===== src/rtl/riscv_hazard_ctrl_pkg.sv =====
`default_nettype none
// ============================================================================
//  Module      : riscv_hazard_ctrl_pkg
//  Description : Opcodes, special instruction words, FSM states and forward
//                select encodings shared by the hazard controller.
//  Revision    : 1.0 - initial release
// ============================================================================
package riscv_hazard_ctrl_pkg;

    localparam logic [6:0]  c_opc_lw    = 7'b0000011;
    localparam logic [6:0]  c_opc_sw    = 7'b0100011;
    localparam logic [6:0]  c_opc_b     = 7'b1100011;
    localparam logic [6:0]  c_opc_op    = 7'b0110011;
    localparam logic [6:0]  c_opc_addi  = 7'b0010011;
    localparam logic [6:0]  c_f7_mul    = 7'b0000001;
    localparam logic [31:0] c_word_eof  = 32'hFFFF_FFFF;
    localparam logic [31:0] c_word_nop  = 32'h0000_0000;

    typedef enum logic [1:0] {
        ST_RUN   = 2'd0,
        ST_DRAIN = 2'd1,
        ST_DONE  = 2'd2
    } state_e;

    typedef enum logic [1:0] {
        FWD_RF  = 2'b00,
        FWD_MEM = 2'b01,
        FWD_WB  = 2'b10
    } fwd_e;

    typedef struct packed {
        logic wen;
        logic is_load;
        logic is_mul;
        logic uses_rs1;
        logic uses_rs2;
    } dec_t;

    function automatic dec_t decode(input logic [6:0] opcode, input logic [6:0] funct7);
        dec_t d;
        d = '0;
        case (opcode)
            c_opc_lw:   begin d.wen = 1'b1; d.is_load = 1'b1; d.uses_rs1 = 1'b1; end
            c_opc_sw:   begin d.uses_rs1 = 1'b1; d.uses_rs2 = 1'b1; end
            c_opc_b:    begin d.uses_rs1 = 1'b1; d.uses_rs2 = 1'b1; end
            c_opc_op:   begin
                d.wen      = 1'b1;
                d.uses_rs1 = 1'b1;
                d.uses_rs2 = 1'b1;
                d.is_mul   = (funct7 == c_f7_mul);
            end
            c_opc_addi: begin d.wen = 1'b1; d.uses_rs1 = 1'b1; end
            default:    d = '0;
        endcase
        return d;
    endfunction

endpackage
`default_nettype wire


===== src/rtl/riscv_hazard_ctrl_if.sv =====
`default_nettype none
// ============================================================================
//  Module      : riscv_hazard_ctrl_if
//  Description : Core-to-hazard-controller signal bundle.
//  Revision    : 1.0 - initial release
// ============================================================================
interface riscv_hazard_ctrl_if #(
    parameter int CNT_W = 32
);
    logic             id_valid;
    logic [31:0]      id_instr;
    logic             ex_br_taken;
    logic             issue;
    logic             stall;
    logic             flush;
    logic [1:0]       fwd_a;
    logic [1:0]       fwd_b;
    logic             mul_busy;
    logic             done;
    logic [CNT_W-1:0] instr_count;
    logic [CNT_W-1:0] clock_count;

    modport master (
        output id_valid, id_instr, ex_br_taken,
        input  issue, stall, flush, fwd_a, fwd_b, mul_busy, done,
               instr_count, clock_count
    );

    modport slave (
        input  id_valid, id_instr, ex_br_taken,
        output issue, stall, flush, fwd_a, fwd_b, mul_busy, done,
               instr_count, clock_count
    );
endinterface
`default_nettype wire


===== src/rtl/riscv_hazard_ctrl_slot.sv =====
`default_nettype none
// ============================================================================
//  Module      : riscv_hazard_ctrl_slot
//  Description : One shadow pipeline slot of destination/source info with
//                hold, load and bubble behaviour.
//  Revision    : 1.0 - initial release
// ============================================================================
module riscv_hazard_ctrl_slot #(
    parameter int REG_AW = 5
) (
    input  logic              clk,
    input  logic              rst,
    input  logic              i_hold,
    input  logic              i_load,
    input  logic              i_valid,
    input  logic [REG_AW-1:0] i_rd,
    input  logic              i_wen,
    input  logic              i_is_load,
    input  logic              i_is_mul,
    input  logic [REG_AW-1:0] i_rs1,
    input  logic [REG_AW-1:0] i_rs2,
    output logic              o_valid,
    output logic [REG_AW-1:0] o_rd,
    output logic              o_wen,
    output logic              o_is_load,
    output logic              o_is_mul,
    output logic [REG_AW-1:0] o_rs1,
    output logic [REG_AW-1:0] o_rs2
);
    logic              r_valid;
    logic [REG_AW-1:0] r_rd;
    logic              r_wen;
    logic              r_is_load;
    logic              r_is_mul;
    logic [REG_AW-1:0] r_rs1;
    logic [REG_AW-1:0] r_rs2;

    // A bubble clears every field so stale register numbers can never match.
    always_ff @(posedge clk) begin
        if (rst || (!i_hold && !i_load)) begin
            r_valid   <= 1'b0;
            r_rd      <= '0;
            r_wen     <= 1'b0;
            r_is_load <= 1'b0;
            r_is_mul  <= 1'b0;
            r_rs1     <= '0;
            r_rs2     <= '0;
        end else if (!i_hold) begin
            r_valid   <= i_valid;
            r_rd      <= i_rd;
            r_wen     <= i_wen;
            r_is_load <= i_is_load;
            r_is_mul  <= i_is_mul;
            r_rs1     <= i_rs1;
            r_rs2     <= i_rs2;
        end
    end

    assign o_valid   = r_valid;
    assign o_rd      = r_rd;
    assign o_wen     = r_wen;
    assign o_is_load = r_is_load;
    assign o_is_mul  = r_is_mul;
    assign o_rs1     = r_rs1;
    assign o_rs2     = r_rs2;
endmodule
`default_nettype wire


===== src/rtl/riscv_hazard_ctrl.sv =====
`default_nettype none
// ============================================================================
//  Module      : riscv_hazard_ctrl
//  Description : Stall/flush/forwarding controller with MUL interlock,
//                end-of-program drain FSM and run counters.
//  Revision    : 1.0 - initial release
// ============================================================================
module riscv_hazard_ctrl #(
    parameter int REG_AW  = 5,
    parameter int MUL_LAT = 3,
    parameter int CNT_W   = 32
) (
    input  logic               CLOCK_50,
    input  logic               rst,
    riscv_hazard_ctrl_if.slave bus
);
    import riscv_hazard_ctrl_pkg::*;

    localparam logic [3:0] c_mul_init = 4'(MUL_LAT - 1);

    dec_t              w_dec;
    logic              w_id_eof;
    logic              w_id_real;
    logic              w_id_wen;
    logic [REG_AW-1:0] w_id_rd;
    logic [REG_AW-1:0] w_id_rs1;
    logic [REG_AW-1:0] w_id_rs2;
    logic              w_mul_busy;
    logic              w_load_use;
    logic              w_stall;
    logic              w_flush;
    logic              w_issue;
    logic              w_mem_fwd_ok;
    logic              w_wb_fwd_ok;
    logic              w_pipe_empty;

    logic              w_ex_valid,  w_mem_valid,  w_wb_valid;
    logic [REG_AW-1:0] w_ex_rd,     w_mem_rd,     w_wb_rd;
    logic              w_ex_wen,    w_mem_wen,    w_wb_wen;
    logic              w_ex_isld,   w_mem_isld,   w_wb_isld;
    logic              w_ex_ismul,  w_mem_ismul,  w_wb_ismul;
    logic [REG_AW-1:0] w_ex_rs1,    w_mem_rs1,    w_wb_rs1;
    logic [REG_AW-1:0] w_ex_rs2,    w_mem_rs2,    w_wb_rs2;
    logic              w_unused_fields;

    state_e            r_state;
    state_e            w_state_nxt;
    logic [3:0]        r_mul_cnt;
    logic [CNT_W-1:0]  r_instr_count;
    logic [CNT_W-1:0]  r_clock_count;

    function automatic fwd_e fwd_pick(
        input logic [REG_AW-1:0] rs,
        input logic              mem_ok,
        input logic [REG_AW-1:0] mem_rd,
        input logic              wb_ok,
        input logic [REG_AW-1:0] wb_rd
    );
        fwd_e f;
        f = FWD_RF;
        if (mem_ok && (rs == mem_rd))
            f = FWD_MEM;
        else if (wb_ok && (rs == wb_rd))
            f = FWD_WB;
        return f;
    endfunction

    // Source fields of non-readers are zeroed; x0 writers are not writers.
    assign w_dec     = decode(bus.id_instr[6:0], bus.id_instr[31:25]);
    assign w_id_eof  = (bus.id_instr == c_word_eof);
    assign w_id_real = bus.id_valid && !w_id_eof && (bus.id_instr != c_word_nop);
    assign w_id_rd   = bus.id_instr[7 +: REG_AW];
    assign w_id_wen  = w_dec.wen && (w_id_rd != '0);
    assign w_id_rs1  = w_dec.uses_rs1 ? bus.id_instr[15 +: REG_AW] : '0;
    assign w_id_rs2  = w_dec.uses_rs2 ? bus.id_instr[20 +: REG_AW] : '0;

    assign w_mul_busy = (r_mul_cnt != 4'd0);
    assign w_load_use = w_id_real && w_ex_valid && w_ex_isld && w_ex_wen &&
                        ((w_id_rs1 == w_ex_rd) || (w_id_rs2 == w_ex_rd));
    assign w_flush    = bus.ex_br_taken;
    assign w_stall    = w_load_use || w_mul_busy || (r_state != ST_RUN);
    assign w_issue    = w_id_real && !w_stall && !w_flush && (r_state == ST_RUN);

    assign w_mem_fwd_ok = w_mem_valid && w_mem_wen && !w_mem_isld;
    assign w_wb_fwd_ok  = w_wb_valid && w_wb_wen;
    assign w_pipe_empty = !w_ex_valid && !w_mem_valid && !w_wb_valid && !w_mul_busy;

    riscv_hazard_ctrl_slot #(.REG_AW(REG_AW)) u_slot_ex (
        .clk(CLOCK_50), .rst(rst), .i_hold(w_mul_busy), .i_load(w_issue),
        .i_valid(1'b1), .i_rd(w_id_rd), .i_wen(w_id_wen), .i_is_load(w_dec.is_load),
        .i_is_mul(w_dec.is_mul), .i_rs1(w_id_rs1), .i_rs2(w_id_rs2),
        .o_valid(w_ex_valid), .o_rd(w_ex_rd), .o_wen(w_ex_wen), .o_is_load(w_ex_isld),
        .o_is_mul(w_ex_ismul), .o_rs1(w_ex_rs1), .o_rs2(w_ex_rs2)
    );

    riscv_hazard_ctrl_slot #(.REG_AW(REG_AW)) u_slot_mem (
        .clk(CLOCK_50), .rst(rst), .i_hold(1'b0), .i_load(!w_mul_busy),
        .i_valid(w_ex_valid), .i_rd(w_ex_rd), .i_wen(w_ex_wen), .i_is_load(w_ex_isld),
        .i_is_mul(w_ex_ismul), .i_rs1(w_ex_rs1), .i_rs2(w_ex_rs2),
        .o_valid(w_mem_valid), .o_rd(w_mem_rd), .o_wen(w_mem_wen), .o_is_load(w_mem_isld),
        .o_is_mul(w_mem_ismul), .o_rs1(w_mem_rs1), .o_rs2(w_mem_rs2)
    );

    riscv_hazard_ctrl_slot #(.REG_AW(REG_AW)) u_slot_wb (
        .clk(CLOCK_50), .rst(rst), .i_hold(1'b0), .i_load(1'b1),
        .i_valid(w_mem_valid), .i_rd(w_mem_rd), .i_wen(w_mem_wen), .i_is_load(w_mem_isld),
        .i_is_mul(w_mem_ismul), .i_rs1(w_mem_rs1), .i_rs2(w_mem_rs2),
        .o_valid(w_wb_valid), .o_rd(w_wb_rd), .o_wen(w_wb_wen), .o_is_load(w_wb_isld),
        .o_is_mul(w_wb_ismul), .o_rs1(w_wb_rs1), .o_rs2(w_wb_rs2)
    );

    assign w_unused_fields = ^{w_ex_ismul, w_mem_ismul, w_wb_ismul, w_wb_isld,
                               w_mem_rs1, w_mem_rs2, w_wb_rs1, w_wb_rs2};

    always_ff @(posedge CLOCK_50) begin
        if (rst)
            r_state <= ST_RUN;
        else
            r_state <= w_state_nxt;
    end

    // A flushed EOF never reaches the RUN exit, so the program keeps running.
    always_comb begin
        w_state_nxt = r_state;
        case (r_state)
            ST_RUN:   if (bus.id_valid && w_id_eof && !w_flush && !w_stall)
                          w_state_nxt = ST_DRAIN;
            ST_DRAIN: if (w_pipe_empty)
                          w_state_nxt = ST_DONE;
            ST_DONE:  w_state_nxt = ST_DONE;
            default:  w_state_nxt = ST_RUN;
        endcase
    end

    always_ff @(posedge CLOCK_50) begin
        if (rst)
            r_mul_cnt <= 4'd0;
        else if (w_mul_busy)
            r_mul_cnt <= r_mul_cnt - 4'd1;
        else if (w_issue && w_dec.is_mul)
            r_mul_cnt <= c_mul_init;
    end

    always_ff @(posedge CLOCK_50) begin
        if (rst) begin
            r_instr_count <= '0;
            r_clock_count <= '0;
        end else begin
            if (w_issue)
                r_instr_count <= r_instr_count + CNT_W'(1);
            if (r_state != ST_DONE)
                r_clock_count <= r_clock_count + CNT_W'(1);
        end
    end

    assign bus.issue       = w_issue;
    assign bus.stall       = w_stall;
    assign bus.flush       = w_flush;
    assign bus.fwd_a       = fwd_pick(w_ex_rs1, w_mem_fwd_ok, w_mem_rd, w_wb_fwd_ok, w_wb_rd);
    assign bus.fwd_b       = fwd_pick(w_ex_rs2, w_mem_fwd_ok, w_mem_rd, w_wb_fwd_ok, w_wb_rd);
    assign bus.mul_busy    = w_mul_busy;
    assign bus.done        = (r_state == ST_DONE);
    assign bus.instr_count = r_instr_count;
    assign bus.clock_count = r_clock_count;
endmodule
`default_nettype wire


===== src/flat_wrapper.sv =====
// flat-port wrapper written by rule: the top's interface ports become plain ports
module riscv_hazard_ctrl_flat import riscv_hazard_ctrl_pkg::*;
#(
    parameter int REG_AW  = 5,
    parameter int MUL_LAT = 3,
    parameter int CNT_W   = 32
)
  (CLOCK_50, rst, bus_id_valid, bus_id_instr, bus_ex_br_taken, bus_issue, bus_stall, bus_flush, bus_fwd_a, bus_fwd_b, bus_mul_busy, bus_done, bus_instr_count, bus_clock_count);
  riscv_hazard_ctrl_if #(.CNT_W(CNT_W)) bus_i ();
  input  logic CLOCK_50;
  input  logic rst;
  input wire logic [$bits(bus_i.id_valid)-1:0] bus_id_valid;
  input wire logic [$bits(bus_i.id_instr)-1:0] bus_id_instr;
  input wire logic [$bits(bus_i.ex_br_taken)-1:0] bus_ex_br_taken;
  output wire logic [$bits(bus_i.issue)-1:0] bus_issue;
  output wire logic [$bits(bus_i.stall)-1:0] bus_stall;
  output wire logic [$bits(bus_i.flush)-1:0] bus_flush;
  output wire logic [$bits(bus_i.fwd_a)-1:0] bus_fwd_a;
  output wire logic [$bits(bus_i.fwd_b)-1:0] bus_fwd_b;
  output wire logic [$bits(bus_i.mul_busy)-1:0] bus_mul_busy;
  output wire logic [$bits(bus_i.done)-1:0] bus_done;
  output wire logic [$bits(bus_i.instr_count)-1:0] bus_instr_count;
  output wire logic [$bits(bus_i.clock_count)-1:0] bus_clock_count;
  assign bus_i.id_valid = bus_id_valid;
  assign bus_i.id_instr = bus_id_instr;
  assign bus_i.ex_br_taken = bus_ex_br_taken;
  assign bus_issue = bus_i.issue;
  assign bus_stall = bus_i.stall;
  assign bus_flush = bus_i.flush;
  assign bus_fwd_a = bus_i.fwd_a;
  assign bus_fwd_b = bus_i.fwd_b;
  assign bus_mul_busy = bus_i.mul_busy;
  assign bus_done = bus_i.done;
  assign bus_instr_count = bus_i.instr_count;
  assign bus_clock_count = bus_i.clock_count;
  riscv_hazard_ctrl #(.REG_AW(REG_AW), .MUL_LAT(MUL_LAT), .CNT_W(CNT_W)) u_core (.CLOCK_50(CLOCK_50), .rst(rst), .bus(bus_i));
endmodule

===== config.mk =====
export PLATFORM = sky130hd
export DESIGN_NAME = riscv_hazard_ctrl_flat
export DESIGN_NICKNAME = d
export VERILOG_FILES = /design/src/rtl/riscv_hazard_ctrl_pkg.sv /design/src/rtl/riscv_hazard_ctrl_if.sv /design/src/rtl/riscv_hazard_ctrl_slot.sv /design/src/rtl/riscv_hazard_ctrl.sv /design/src/flat_wrapper.sv
export SDC_FILE = /design/constraint.sdc
export NUM_CORES = 1
export LEC_CHECK = 0
export BUFFER_PORTS_ARGS = -buffer_cell sky130_fd_sc_hd__buf_2
export CELL_PAD_IN_SITES_DETAIL_PLACEMENT = 0
export CELL_PAD_IN_SITES_GLOBAL_PLACEMENT = 1
export CORE_MARGIN = 2
export CORE_UTILIZATION = 38
export CTS_CLUSTER_SIZE = 10
export DETAILED_ROUTE_END_ITERATION = 8
export HOLD_SLACK_MARGIN = 0.15
export PLACE_DENSITY = 0.74
export SLEW_MARGIN = 20
export SYNTH_ARGS = -nofsm -noshare
export SYNTH_HDL_FRONTEND = slang
export SYNTH_HIERARCHICAL = 1
export SYNTH_SLANG_ARGS = --single-unit

===== constraint.sdc =====
create_clock -name CLOCK_50 -period 2.5 [get_ports CLOCK_50]
set_input_delay 0.125 -clock CLOCK_50 [delete_from_list [all_inputs] [get_ports CLOCK_50]]
set_output_delay 0.125 -clock CLOCK_50 [all_outputs]
set_load 0.02 [all_outputs]

Yosys cells after proc, flatten, opt, wreduce, memory -nomap -nowiden
Cells that the tools add are included.
{ "op_classes": {"n_reduce_logical": 49, "shift": 0, "mux": 16, "bitwise": 0, "magnitude_cmp": 0, "div_mod_pow": 0, "add_sub_neg": 3, "eq_ne": 18, "mul": 0} }
{ "ops": {"columns": ["operator", "count"], "rows": [
  ["$add A32 B1 Y32 const B", 2],
  ["$eq A32 B32 Y1 const B", 1],
  ["$reduce_bool A32 Y1", 1],
  ["$eq A5 B5 Y1", 6],
  ["$logic_and A1 B1 Y1", 25],
  ["$eq A7 B6 Y1 const B", 2],
  ["$mux W2", 6],
  ["$mux W5", 2],
  ["$logic_not A1 Y1", 9],
  ["$mux W4", 2],
  ["$eq A7 B1 Y1 const B", 1],
  ["$eq A7 B2 Y1 const B", 1],
  ["$eq A7 B5 Y1 const B", 1],
  ["$eq A7 B7 Y1 const B", 1],
  ["$pmux W2 S3", 1],
  ["$reduce_or A3 Y1", 2],
  ["$logic_or A1 B1 Y1", 5],
  ["$mux W1", 5],
  ["$reduce_bool A5 Y1", 1],
  ["$reduce_or A5 Y1", 1],
  ["$ne A2 B2 Y1 const B", 2],
  ["$reduce_bool A2 Y1", 2],
  ["$reduce_bool A4 Y1", 1],
  ["$sub A4 B1 Y4 const B", 1],
  ["5 further kinds", 5]
]} }
{ "totals": {"mem_count": 0, "romBits": 0, "latch_bits": 0, "wordCells": 103, "in_bits": 36, "regBits": 103, "ramBits": 0} }

Depth between registers and ports, before layout
{ "depth": {"ltp_word": 17, "depth_mapped": 13, "ltp_nobuf": 10} }

Modules after synthesis
Netlist, hierarchy kept.
{ "by_module_without_submodules": {"columns": ["mod", "seq_area_each_um2", "cells_per_inst", "n_inst", "area_per_inst_um2"], "rows": [
  ["riscv_hazard_ctrl", 1401.3, 527, 1, 4264.1],
  ["riscv_hazard_ctrl_slot", 380.4, 84, 3, 753.2]
]} }

Worst setup path before layout
OpenSTA, ideal clock, no wires.
{ "synth_path": {"kind": "reg2reg", "startpoint": "reg u_core.u_slot_ex.r_rd[4] (netlist: u_core/u_slot_ex/o_rd[4])", "endpoint": "reg u_core.u_slot_ex.r_rd[3] (netlist: u_core/u_slot_ex/o_rd[3])", "slack_ns": -0.118, "arrival_time_ns": 2.549, "stages_incl_launch_ff": 13, "setup_time_ns": 0.070, "synth_period_minus_slack_ns": 2.618, "cell_sequence": "dfxtp_1 -> xnor2_1 -> a31oi_1 -> o32ai_1 -> and4b_4 -> buf_6 -> or3_1 -> buf_2 -> nor2_1 -> buf_4 -> buf_4 -> nand3b_1 -> a21oi_1"} }
{ "synth_between": {"elab_chain_cells": 12} }
{ "synth_rtl": {"columns": ["item", "line_no", "rtl"], "rows": [
  ["start: declaration", "riscv_hazard_ctrl_slot.sv:31", "logic [REG_AW-1:0] r_rd;"],
  ["start signal: assignment", "riscv_hazard_ctrl_slot.sv:50", "r_rd <= i_rd;"],
  ["$eq A5 B5 Y1", "riscv_hazard_ctrl.sv:79", "((w_id_rs1 == w_ex_rd) || (w_id_rs2 == w_ex_rd));"],
  ["$logic_or A1 B1 Y1 *", "riscv_hazard_ctrl.sv:79", null],
  ["$logic_and A1 B1 Y1 *", "riscv_hazard_ctrl.sv:78", "assign w_load_use = w_id_real && w_ex_valid && w_ex_isld && w_ex_wen &&"],
  ["$logic_or A1 B1 Y1 * (2 in a row)", "riscv_hazard_ctrl.sv:81", "assign w_stall = w_load_use || w_mul_busy || (r_state != ST_RUN);"],
  ["$logic_not A1 Y1 *", "riscv_hazard_ctrl.sv:82", "assign w_issue = w_id_real && !w_stall && !w_flush && (r_state == ST_RUN);"],
  ["$logic_and A1 B1 Y1 * (3 in a row)", "riscv_hazard_ctrl.sv:82", null],
  ["named net bus_issue", "flat_wrapper.sv:15", "output wire logic [$bits(bus_i.issue)-1:0] bus_issue;"],
  ["$logic_not A1 Y1 *", "riscv_hazard_ctrl_slot.sv:40", "if (rst || (!i_hold && !i_load)) begin"],
  ["$logic_and A1 B1 Y1 *", "riscv_hazard_ctrl_slot.sv:40", null],
  ["$logic_or A1 B1 Y1 *", "riscv_hazard_ctrl_slot.sv:40", null]
]} }
The timed path passes the listed nets; every way through them passes the cells marked *.
A chain may end at the register's enable or synchronous reset.

Worst setup path in the final report
{ "layout_path": {"startpoint": "reg u_core.u_slot_ex.r_rd[4] (netlist: u_core/u_slot_ex/o_rd[4])", "endpoint": "out bus_issue"} }
{ "layout_between": {"elab_chain_cells": 9} }
{ "layout_rtl": {"columns": ["item", "line_no"], "rows": [
  ["$eq A5 B5 Y1", "riscv_hazard_ctrl.sv:79"],
  ["$logic_or A1 B1 Y1 *", "riscv_hazard_ctrl.sv:79"],
  ["$logic_and A1 B1 Y1 *", "riscv_hazard_ctrl.sv:78"],
  ["$logic_or A1 B1 Y1 * (2 in a row)", "riscv_hazard_ctrl.sv:81"],
  ["$logic_not A1 Y1 *", "riscv_hazard_ctrl.sv:82"],
  ["$logic_and A1 B1 Y1 * (3 in a row)", "riscv_hazard_ctrl.sv:82"],
  ["end: declaration", "flat_wrapper.sv:15"]
]} }
Mark *: on every way between the ends. The rest lies on a longest branch, timed or not.

==> out/metrics.csv <==
stage,metric,value,unit
run_status,status,completed,
setup_path,max incr delay on CP,400,ps
route,post-detailed-route count of antenna-violating nets,0,
timing,final hold slack,226,ps
setup_path,reg-to-reg startpoint,u_core/u_slot_ex/o_rd[4]$_SDFFE_PP0N_,
cts,Clock Path Buffers,2,
setup_path,critical path endpoint category,output pin,
timing,"Slew Viols, Final",0,
cts,Worst-Skew Late Latency,350,ps
setup_path,Critical-path top delay cell,or3_4,
cts,H-Tree Depth,3,
setup_path,WP data required,2380,ps
min_path,worst hold path class,in2reg,
power_and_ir_drop,switching power,0.00118,W
route,Residual DRC,0,
power_and_ir_drop,share of power burned in registers,0.427,
setup_path,"critical path fanouts, max",8,
route,DRT iter0 DRCs,231,
synthesis,Synth Cell Area,5650,um2
cells_and_area,Syn-to-layout area delta,21.3,%
global_route,total gr overflow,0,
timing,Final Cycle Share,0.965,
synthesis,syn_area_per_cell,8.28,um2
setup_path,RR Endpoint,u_core/bus.instr_count[5]$_SDFFE_PP0P_,
place,PortBufs,108,
setup_path,"Cell Chain, Critical Path","nor4bb_1, a31oi_1, o32ai_2, and4b_4, or3_4, buf_8, nor2_4, buf_12, buf_4",
route,Routed WL,15100,um
timing,Final Skew,9.47,ps
setup_path,cells on worst reg2reg path,7,
timing,fmax,414,MHz
route,Initial DRT Pass Iterations,5,
global_route,largest net degree at the start of global routing,67,
floorplan,chip height,126,um
power_and_ir_drop,Clk pwr share,0.353,
cts,cts bufs inserted,9,
route,routed via count,5286,
power_and_ir_drop,peak supply drop,0.510,mV
setup_path,Worst Path Buf+Inv,3,
cts,CTS Sinks,103,
cts,Clock Root Buffer,clkbuf_16,
power_and_ir_drop,Pint,0.00287,W
cts,CTS tree,done,
timing,Relative slew margins,0.571,
place,Setup WS pre-CTS,-51.3,ps
min_path,worst hold start,bus_id_instr[17],
setup_path,CP Data Arrival Time,2290,ps
power_and_ir_drop,switching share of power,0.292,
cts,Clock transition at path regs,60,ps
power_and_ir_drop,PwrDens,591,nW/um2
power_and_ir_drop,leakage power figure,2.78,nW
floorplan,Die W,126,um
cells_and_area,fin util,0.472,
place,HPWL after DPL,10900,um
global_route,antenna violations before repair,0,
timing,Final Setup Violations,0,
timing,shortest period the worst path allows,2410,ps
cells_and_area,share of post-route cells with drive strength above 1,0.248,
timing,final setup margin,87.4,ps
route,post-DR wirelength/cell,15.3,um
setup_path,FF-to-FF setup slack,100,ps
route,via/cell ratio,5.34,
cells_and_area,area of the multi-input gates,3290,um2
cells_and_area,Ant. Diodes,0,
place,final RePlAce weighted congestion,0.822,
min_path,Hold EP,u_core/u_slot_ex/o_rs1[2]$_SDFFE_PP0N_,
global_route,first-pass GRT wire length,24900,um
floorplan,die area,15900,um2
floorplan,Rows,44,
run,Max Cap Viol,0,
synthesis,Yosys warnings,6,
floorplan,core area,14500,um2
min_path,Hold Path Stages,4,
setup_path,cell family contributing the most delay on the critical path,simple AND/OR/NAND/NOR gates,
global_route,GR Util All Layers,0.191,
cells_and_area,Register Area,2070,um2
timing,Final Hold Viols,0,
cells_and_area,Fill cells,1485,
setup_path,critical path class,reg2out,
setup_path,Worst Setup Start Kind,flop,
floorplan,# IOs,109,
power_and_ir_drop,Combinational Power Share,0.220,
timing,setup TNS,0,ps
synthesis,Syn Inst Count,683,
global_route,vias in the first global route,4994,
floorplan,initial core utilization,0.389,
cells_and_area,# nets final,842,
timing,RSZ-0062 raised after global routing,false,
timing,Worst Tran Pin Value,644,ps
power by group through the flow:
stage	Sequential, W	Combinational, W	Clock (W)
floorplan	0.00177	0.000639	0
global placement	0.00176	0.000781	0
detailed placement	0.00176	0.000794	0
CTS	0.00173	0.000855	0.00149
global route	0.00174	0.000981	0.00155
finish	0.00173	0.000890	0.00143
worst max path at each step:
stage | cells after the start | end | startpoint
4_1_cts | 9 | bus_stall | u_core/u_slot_ex/o_rd[1]$_SDFFE_PP0N_
3_5_place_dp | 8 | u_core/bus.instr_count[5]$_SDFFE_PP0P_ | bus_id_instr[2]
5_1_grt | 10 | bus_issue | bus_id_instr[7]
6_report | 9 | bus_issue | u_core/u_slot_ex/o_rd[4]$_SDFFE_PP0N_
2_1_floorplan | 12 | u_core/u_slot_ex/o_rd[3]$_SDFFE_PP0N_ | u_core/u_slot_ex/o_rd[4]$_SDFFE_PP0N_
3_3_place_gp | 8 | u_core/bus.instr_count[5]$_SDFFE_PP0P_ | bus_id_instr[2]
state kept, by name, summed over array words and instances, names as in the netlist, 2 cells and up:
register and cells:
u_core/bus.clock_count 32, u_core/bus.instr_count 32, u_core/r_mul_cnt 4, u_core/r_state 2, u_core/u_slot_ex/o_rd 5, u_core/u_slot_ex/o_rs1 5, u_core/u_slot_ex/o_rs2 5, u_core/u_slot_mem/o_rd 5
u_core/u_slot_wb/o_rd 5
worst register-to-register path: stages, from the launching register on:
cell and delay [ps]:
dfxtp_4 360, nor4bb_1 150, a31oi_1 230, o32ai_2 110
and4b_4 200, or3_4 400, or4_1 520, mux2_1 330
cells in the final DEF (no fill, tap or decap), types with 6 or more instances in the layout:
master / n
buf_2: 105
dfxtp_1: 99
nand2_1: 68
nor2_1: 61
a21oi_1: 61
nand3b_1: 39
buf_4: 32
xor2_1: 28
nand4_1: 23
xnor2_1: 23
inv_1: 19
nand3_1: 18
and3_1: 18
o21ai_0: 14
nor2b_1: 13
nor4_1: 13
nor3_1: 13
or3_1: 13
mux2_2: 11
and2_1: 11
clkbuf_16: 9
or4_1: 9
and4_1: 8
a31o_2: 7
o31ai_1: 6
conb_1: 6
per-layer routing:
metal	wire, um	part of all wire	vias up	GRT usage
met4	307	0.020	0	0.0653
met5	0	0	-	0
met1	6650	0.44	2516	0.235
li1	-	-	2648	-
met2	7430	0.49	103	0.320
met3	746	0.049	19	0.0548
stage by stage:
| step | power [W] | area (um2) | instances |
|---|---|---|---|
| finish | 0.00405 | 6860 | 989 |
| global route | 0.00427 | 6860 | 989 |
| CTS | 0.00407 | 6760 | 983 |
| detailed placement | 0.00256 | 6350 | 960 |
| global placement | 0.00254 | 6350 | 960 |
| floorplan | 0.00241 | 5670 | 687 |
area by class of cell:
cell class	instances	share of cell area
clock inverter	5	0.00821
inverter	19	0.0104
sequential	103	0.302
multi-input combinational	521	0.481
clock buffer	11	0.0354
tap	184	0.0336
timing repair buffer	146	0.130
timing repair:
item / CTS / global route
buffers inserted: 1 / 6
gates cloned: 1 / 0
endpoints found under the setup margin: 2 / 16
resized for setup: 6 / 15
hold endpoints to repair: 5 / 0
hold buffers: 5 / 0
pin swaps: 2 / 6
No activity file was read; power rests on OpenSTA's default activity.
